[src/rtl/gate_arbiter.sv]
// Round-robin arbiter sharing one W-bit bitwise gate unit among NREQ requesters.
// Define GATE_ARB_STATS_EN to add per-requester saturating grant counters (gnt_cnt).
module gate_arbiter #(
  parameter int NREQ  = 4,
  parameter int W     = 8,
  parameter int CNT_W = 16
) (
  input  logic                  clk,
  input  logic                  rst,
  input  logic [NREQ-1:0]       req,
  input  logic [3*NREQ-1:0]     op,
  input  logic [W*NREQ-1:0]     a_in,
  input  logic [W*NREQ-1:0]     b_in,
  output logic [NREQ-1:0]       gnt,
  output logic [W-1:0]          y,
  output logic [2:0]            y_id,
  output logic                  y_valid,
  input  logic                  y_ready,
`ifdef GATE_ARB_STATS_EN
  output logic [CNT_W*NREQ-1:0] gnt_cnt,
`endif
  output logic                  busy
);

  typedef enum logic [1:0] {
    IDLE,
    EXEC,
    RESP
  } state_t;

  state_t          state;
  logic [2:0]      ptr;
  logic [2:0]      lat_op;
  logic [W-1:0]    lat_a;
  logic [W-1:0]    lat_b;

  int              win_i;
  logic            hit;
  logic [NREQ-1:0] win_oh;
  logic [2:0]      sel_op;
  logic [W-1:0]    sel_a;
  logic [W-1:0]    sel_b;
  logic [2:0]      ptr_nxt;

  function automatic logic [W-1:0] gate_f(
    input logic [2:0]   o,
    input logic [W-1:0] a,
    input logic [W-1:0] b
  );
    logic [W-1:0] r;
    case (o)
      3'd0:    r = a & b;
      3'd1:    r = a | b;
      3'd2:    r = a ^ b;
      3'd3:    r = ~(a & b);
      3'd4:    r = ~(a | b);
      3'd5:    r = ~(a ^ b);
      3'd6:    r = ~a;
      default: r = a;
    endcase
    return r;
  endfunction

  // Scan downward so the lowest offset from ptr wins.
  always_comb begin
    win_i = 0;
    hit   = 1'b0;
    for (int k = NREQ - 1; k >= 0; k--) begin
      int s;
      s = int'(ptr) + k;
      if (s >= NREQ) s = s - NREQ;
      if (req[s]) begin
        win_i = s;
        hit   = 1'b1;
      end
    end
    for (int i = 0; i < NREQ; i++) begin
      win_oh[i] = hit && (i == win_i);
    end
    sel_op  = op[3*win_i +: 3];
    sel_a   = a_in[W*win_i +: W];
    sel_b   = b_in[W*win_i +: W];
    ptr_nxt = (win_i == NREQ - 1) ? 3'd0 : 3'(win_i + 1);
  end

  always_ff @(posedge clk or posedge rst) begin
    if (rst) begin
      state   <= IDLE;
      ptr     <= '0;
      gnt     <= '0;
      y       <= '0;
      y_id    <= '0;
      y_valid <= 1'b0;
      lat_op  <= '0;
      lat_a   <= '0;
      lat_b   <= '0;
    end else begin
      unique case (state)
        IDLE: begin
          if (hit) begin
            lat_op <= sel_op;
            lat_a  <= sel_a;
            lat_b  <= sel_b;
            gnt    <= win_oh;
            y_id   <= 3'(win_i);
            ptr    <= ptr_nxt;
            state  <= EXEC;
          end
        end
        EXEC: begin
          gnt     <= '0;
          y       <= gate_f(lat_op, lat_a, lat_b);
          y_valid <= 1'b1;
          state   <= RESP;
        end
        RESP: begin
          if (y_ready) begin
            y_valid <= 1'b0;
            state   <= IDLE;
          end
        end
        default: state <= IDLE;
      endcase
    end
  end

  assign busy = (state != IDLE);

`ifdef GATE_ARB_STATS_EN
  logic [CNT_W-1:0] cnt_q [NREQ];

  always_ff @(posedge clk or posedge rst) begin
    if (rst) begin
      for (int i = 0; i < NREQ; i++) cnt_q[i] <= '0;
    end else if (state == IDLE) begin
      for (int i = 0; i < NREQ; i++) begin
        if (win_oh[i] && (cnt_q[i] != '1)) begin
          cnt_q[i] <= cnt_q[i] + CNT_W'(1);
        end
      end
    end
  end

  for (genvar g = 0; g < NREQ; g++) begin : g_cnt
    assign gnt_cnt[CNT_W*g +: CNT_W] = cnt_q[g];
  end
`endif

endmodule
[config.mk]
export PLATFORM = sky130hd
export DESIGN_NAME = gate_arbiter
export DESIGN_NICKNAME = d
export VERILOG_FILES = /design/src/rtl/gate_arbiter.sv
export SDC_FILE = /design/constraint.sdc
export NUM_CORES = 1
export LEC_CHECK = 0
export CAP_MARGIN = 0
export CORE_MARGIN = 4
export CORE_UTILIZATION = 50
export CTS_CLUSTER_DIAMETER = 50
export CTS_CLUSTER_SIZE = 10
export DETAILED_ROUTE_END_ITERATION = 12
export GPL_ROUTABILITY_DRIVEN = 0
export PLACE_DENSITY = 0.82
export SYNTH_ARGS = -nofsm -noshare
export SYNTH_HDL_FRONTEND = slang
export SYNTH_SLANG_ARGS = --single-unit
export TNS_END_PERCENT = 10
[constraint.sdc]
create_clock -name clk -period 5.25 [get_ports clk]
set_clock_uncertainty 0.1 [all_clocks]
set_input_delay 0.7875 -clock clk [delete_from_list [all_inputs] [get_ports clk]]
set_output_delay 0.7875 -clock clk [all_outputs]
set_load 0.02 [all_outputs]
## Word level (Yosys, flattened, before mapping)

Cells that the tools add are included.

- Input port bits: 83
- Word-level logic and storage cells: 97
- Register bits after elaboration: 40
- Output and inout bits: 17

- Eq/ne operators: 14
- Order comparisons: 8
- Reductions and logical operators: 14
- $add $sub $neg: 8
- Mux-type cells: 33
- Multipliers: 1
- Shift operators: 3
- Bitwise logic cells: 7

Operators with widths:

| operator | count |
|---|---|
| 32-bit two-way mux | 8 |
| 32-bit by 4-bit < comparator with 1-bit output (second input constant) | 4 |
| 3-bit by 32-bit == test with 1-bit output (first input constant) | 2 |
| 32-bit by 32-bit indexed part select with 8-bit output | 2 |
| 8-bit case mux with 7 select lines | 1 |
| 2-bit by 32-bit == test with 1-bit output (first input constant) | 1 |
| 32-bit by 3-bit == test with 1-bit output (second input constant) | 1 |
| 32-bit zero test | 1 |
| 3-bit by 32-bit multiplier with 32-bit output (first input constant) | 1 |
| 8-bit inverter | 4 |
| 12-bit by 32-bit indexed part select with 3-bit output | 1 |
| 4-bit by 3-bit subtractor with 5-bit output (second input constant) | 3 |
| 1-bit two-way mux | 13 |
| 4-bit by 3-bit >= comparator with 1-bit output (second input constant) | 3 |
| 3-bit == test (second input constant) | 3 |
| 3-bit by 2-bit adder with 4-bit output (second input constant) | 2 |
| 8-bit AND | 1 |
| 1-bit binary-select mux with 2-bit select | 4 |
| 8-bit OR | 1 |
| 4-bit case mux with 2 select lines | 1 |
| 2-bit AND reduction | 4 |
| 8-bit XOR | 1 |
| 3-bit by 2-bit == test with 1-bit output (second input constant) | 2 |
| 2-bit case mux with 3 select lines | 1 |
| other kinds (16) | 23 |

## Longest topological paths before layout

- Depth after elaboration: 14
- Gate-level depth with buffers: 22
- Depth with buffers taken out: 19

## Worst setup path before layout

No wires, ideal clock.

- Kind: reg-to-reg
- From: reg ptr[1]
- To: reg lat_op[2]
- Cell stages (with the launch flop): 23
- Arrival: 4.386 ns
- Buffers on the path: 3
- Slack: 0.684 ns
- Required time: 5.070 ns
- Library setup time: 0.080 ns
- Period minus slack after synthesis: 4.566 ns
- Cells stage by stage: dfrtp_1 buf_6 buf_2 inv_1 ha_1 buf_4 inv_1 mux2_2 mux2_2 a32oi_1 nor3b_1 o21ai_0 inv_1 ha_1 ha_1 a21o_1 a21oi_1 xor2_1 nand2_1 a21oi_1 o21bai_1 a311o_1 a2bb2oi_1

- Word-level cells in the longest chain between the ends: 12
- Elaborated cells on any way between the ends: 38
- Those cells by class: add/sub (7); mul (1); order compare (4); shift (1); mux (24); reduce/logical (1)

Ends and longest elaborated chain:

| what | RTL line | text |
|---|---|---|
| from (decl) | 32 | `logic [2:0] ptr;` |
| from (signal assigned) | 106 | `ptr <= ptr_nxt;` |
| 3-bit by 2-bit adder with 4-bit output | 70 | `s = int'(ptr) + k;` |
| 4-bit by 3-bit subtractor with 5-bit output / 4-bit by 3-bit >= comparator with 1-bit output (equally long branches) | 71 | `if (s >= NREQ) s = s - NREQ;` |
| 32-bit two-way mux | 71 |  |
| 1-bit binary-select mux with 2-bit select | 72 | `if (req[s]) begin` |
| 1-bit two-way mux (not written as such) (2 in series) | 72 |  |
| 32-bit two-way mux (4 in series) | 72 |  |
| 3-bit by 32-bit multiplier with 32-bit output | 80 | `sel_op = op[3*win_i +: 3];` |
| 12-bit by 32-bit indexed part select with 3-bit output | 80 |  |
| to (signal assigned) | 101 | `lat_op <= sel_op;` |
| to (decl) | 33 | `logic [2:0] lat_op;` |

Several ways; a longest one is shown, not always the timed one. The select of a mux whose other input is x is not followed.
A chain may end at the register's enable or synchronous reset.

## Worst setup path in the final report

- From: in req[2]
- To: reg lat_op[2]

- Word-level cells in the longest chain between the ends: 9
- Elaborated cells on any way between the ends: 23
- Those cells by class: mul (1); shift (1); mux (20); reduce/logical (1)

Ends and longest elaborated chain:

| what | RTL line | text |
|---|---|---|
| from (decl) | 10 | `input logic [NREQ-1:0] req,` |
| 1-bit binary-select mux with 2-bit select | 72 |  |
| 1-bit two-way mux (not written as such) (2 in series) | 72 |  |
| 32-bit two-way mux (4 in series) | 72 |  |
| 3-bit by 32-bit multiplier with 32-bit output | 80 |  |
| 12-bit by 32-bit indexed part select with 3-bit output | 80 |  |

Several ways; a longest one is shown, not always the timed one. The select of a mux whose other input is x is not followed.

==> run metrics <==
complex-gate fraction of the synthesized area 17.14%; Final Setup Violations 0; maxcap violations 0; Setup crit start kind input port; Yosys top cell area share 26.26%; Synth Area in XOR/XNOR between 1.5 and 2%; min-delay worst type reg2reg; Worst Tran Pin Value 0.7313 ns; Post CTS Setup Buffer Count 0; WS Path Type in2reg; Mapped Avg Cell Area 9.457 um^2; simple-gate area share of the yosys netlist between 10% and 20%; switch share around 46%; largest net degree at the start of global routing between 40 and 50; clock network power share between 8 and 9%; main area contributors after synthesis dfrtp_1, mux4_2, ha_1; Cell Count Post-Placement around 580; Primary FF master, synth dfrtp_1; CTS clk-pin slew, worst paths ~0.080 ns; FFs w/ async S/R, synth between 90% and 100%; Slew Limit Fails 0; via/cell ratio around 5.7; clock tree root driver cell clkbuf_8; CP Data Required Time between 5 and 6 ns; Post-Synthesis Cell Area between 3000 and 4000 um^2; register area share after synthesis a little over a quarter; GRT Total Usage approximately 20%; biggest area consumer among synthesized cells dfrtp_1; cts repair resizes 0; net switching power about 1.4 mW; Post-Synthesis Cells 403; Final period util 91.68%; PwrDens about 630 nW/um^2; Via Count 3328; Area Growth Syn to Fin 29.38%; post-DP HPWL about 7200 um; Worst R2R Start ptr[1]$_DFFE_PP0P_; Pre-antenna DRT Iters 4; Post-synth EDFFs 0; endpoints failing hold 0; RR Endpoint lat_op[2]$_DFFE_PP0P_; Leak 2.195 nW; CP Buf/Inv Count 2; Crit path largest cell delay 0.51 ns; worst-path cell chain clkdlybuf4s50_1 > mux2i_1 > mux2_2 > mux2_2 > a32oi_1 > nor3b_1 > o21ai_0 > inv_1 > ha_1 > ha_1 > a21o_1 > a21oi_1 > xnor2_1 > or4_1 > a311o_1 > a2bb2oi_1; non-filler cells, final around 590; Fin Setup TNS 0 ns; n_diodes 0; Pint approximately 1.7 mW; Design Area, Final roughly 4900 um^2; die height approximately 95 um; Crit path arrival time roughly 4.9 ns; clk_lat worst skew about 0.29 ns; Slew HR approximately half; Routed WL per cell 15.56 um; fmax between 200 and 250 MHz; net count of the mapped netlist 517; Combinational Power Share between 70% and 80%; Worst setup EP type flop; Iter 0 DRT Violations approximately 180; ratio of cells with drive above 1 in the final layout roughly 11%; final net count between 600 and 700; H-tree lvl count 2; Initial Util 51.99%; CP max-delay cell clkdlybuf4s50_1; CTS buffer count 5; Sequential Power Share about a fifth; row count 31; vias in the first global route between 3000 and 4000; largest family of logic cells by synthesized area multiplexers; CTS Sinks 40; Die ar. between 9000 and 10000 um^2; RSZ-0062 raised after global routing no; crit-path max FO 8; grt ovf 0; Max Root-Sink Buffers 2; Final Critical Period just under 5 ns; Post-Place Cell Area between 4000 and 5000 um^2; chip width between 90 and 100 um; total wire length 9167 um; status finished, final reports clean; yosys warns 0; initial antenna violation count 0; post-layout util about 67%; Max IR drop VDD 0.0003294 V; Core Region 7331 um^2; Commonest cells post-synth inv_1, dfrtp_1, o21ai_0, nand2_1, ha_1; cts-stage hold buffer count 0; worst hold path cell count 2; first-pass GRT wire length 14630 um; cells on worst reg2reg path 17; Final ANT Viol Nets 0; synth unique cells 60; filler instances ~540; Reg2Reg Setup Slack between 0.6 and 0.7 ns; mux cell area share after synthesis 23.60%; hold path startpoint y[6]$_DFFE_PP0P_; port bufs a little under 100; I/O pins 100; Synth Area in Adders just over 10%; post-synthesis sequential element count 40; CTS tree done; most common cell in the netlist inv_1; drc violations 0; critical path's top delay family compound AO/OA/AOI/OAI gates; Hold Crit Endpoint y[6]$_DFFE_PP0P_
==> how the worst max path moves through the flow <==
stage,start,to,slack [ns],cells past startpoint
after floorplan,ptr[1]$_DFFE_PP0P_,lat_op[2]$_DFFE_PP0P_,0.68,22
after global placement,req[2],lat_op[2]$_DFFE_PP0P_,0.34,16
after detailed placement,req[2],lat_op[2]$_DFFE_PP0P_,0.14,16
after CTS,req[2],lat_op[2]$_DFFE_PP0P_,0.44,16
after global routing,req[2],lat_op[2]$_DFFE_PP0P_,0.23,16
final,req[2],lat_op[2]$_DFFE_PP0P_,0.44,16
==> flip-flops by register name, indices dropped and copies added (netlist names) <==
name     cells
gnt          4
lat_a        8
lat_b        8
lat_op       3
ptr          3
state        2
y            8
y_id         3
y_valid      1
==> logic make-up after synthesis <==
group	Yosys count
compound gates	103
xor+xnor	8
flops	40
fa+ha+maj	31
buf+inv	81
simple gates	84
other cells	1
mux	55
==> power by group through the flow <==
stage	clock, mW	combinational (mW)	sequential [mW]
2_1_floorplan	0	1.76	0.599
3_3_place_gp	0	2.15	0.582
3_5_place_dp	0	2.23	0.592
4_1_cts	0.252	2.24	0.586
5_1_grt	0.268	2.47	0.611
6_report	0.252	2.25	0.585
==> per-layer routing <==
| metal | global-route usage (%) | vias to the layer above | share of wire [%] |
|---|---|---|---|
| met5 | 0 | - | 0 |
| met4 | 5.889 | 0 | 1.1 |
| met3 | 3.473 | 8 | 5.5 |
| met2 | 33.12 | 108 | 49 |
| met1 | 27.69 | 1583 | 44 |
| li1 | - | 1629 | - |
==> layout make-up <==
cell class / instances / area (um^2) / share of cell area (%)
clock buffer: 6 / 72.57 / 1.472
clock inverter: 2 / 35.03 / 0.7105
inverter: 51 / 191.4 / 3.882
multi-input combinational: 282 / 2441 / 49.51
sequential: 40 / 1001 / 20.30
tap: 99 / 123.9 / 2.512
timing repair buffer: 109 / 1066 / 21.62
==> metrics by stage <==
step	hold slack, ns	total power, mW	setup WS, ns
finish	0.3768	3.088	0.4368
floorplan	0.3671	2.362	0.6840
detailed placement	0.3699	2.826	0.1446
global placement	0.3610	2.732	0.3395
global route	0.4002	3.353	0.2321
CTS	0.3861	3.080	0.4435
==> layout by cell type (no fill, tap or decap), types with 3 or more instances in the layout <==
cell type        instances
nor3_1                   3
a21oi_1                 14
mux4_1                   7
o21ai_0                 40
nor2_1                  13
xor2_1                   7
nor2b_1                  5
mux2i_1                 22
ha_1                    30
mux2_2                   8
clkbuf_8                 5
nand3_1                  8
buf_4                   10
inv_1                   51
dfrtp_1                 40
nand2_1                 34
o22ai_1                 18
clkdlybuf4s50_1         99
a21o_1                   3
mux4_2                  18
nand2b_1                 4
a211oi_1                 6
==> worst register-to-register path, delay by kind of cell (launching register included) <==
kind	cells	cell delay, ns
AOI/OAI and AO/OA	6	1.16
xor gates and xnor gates	1	0.20
adders and majority gates	3	1.01
buffers and inverters	3	0.46
DFF	1	0.39
muxes	2	0.67
and+or+nand+nor	2	0.58
No activity file was read; power rests on OpenSTA's default activity.
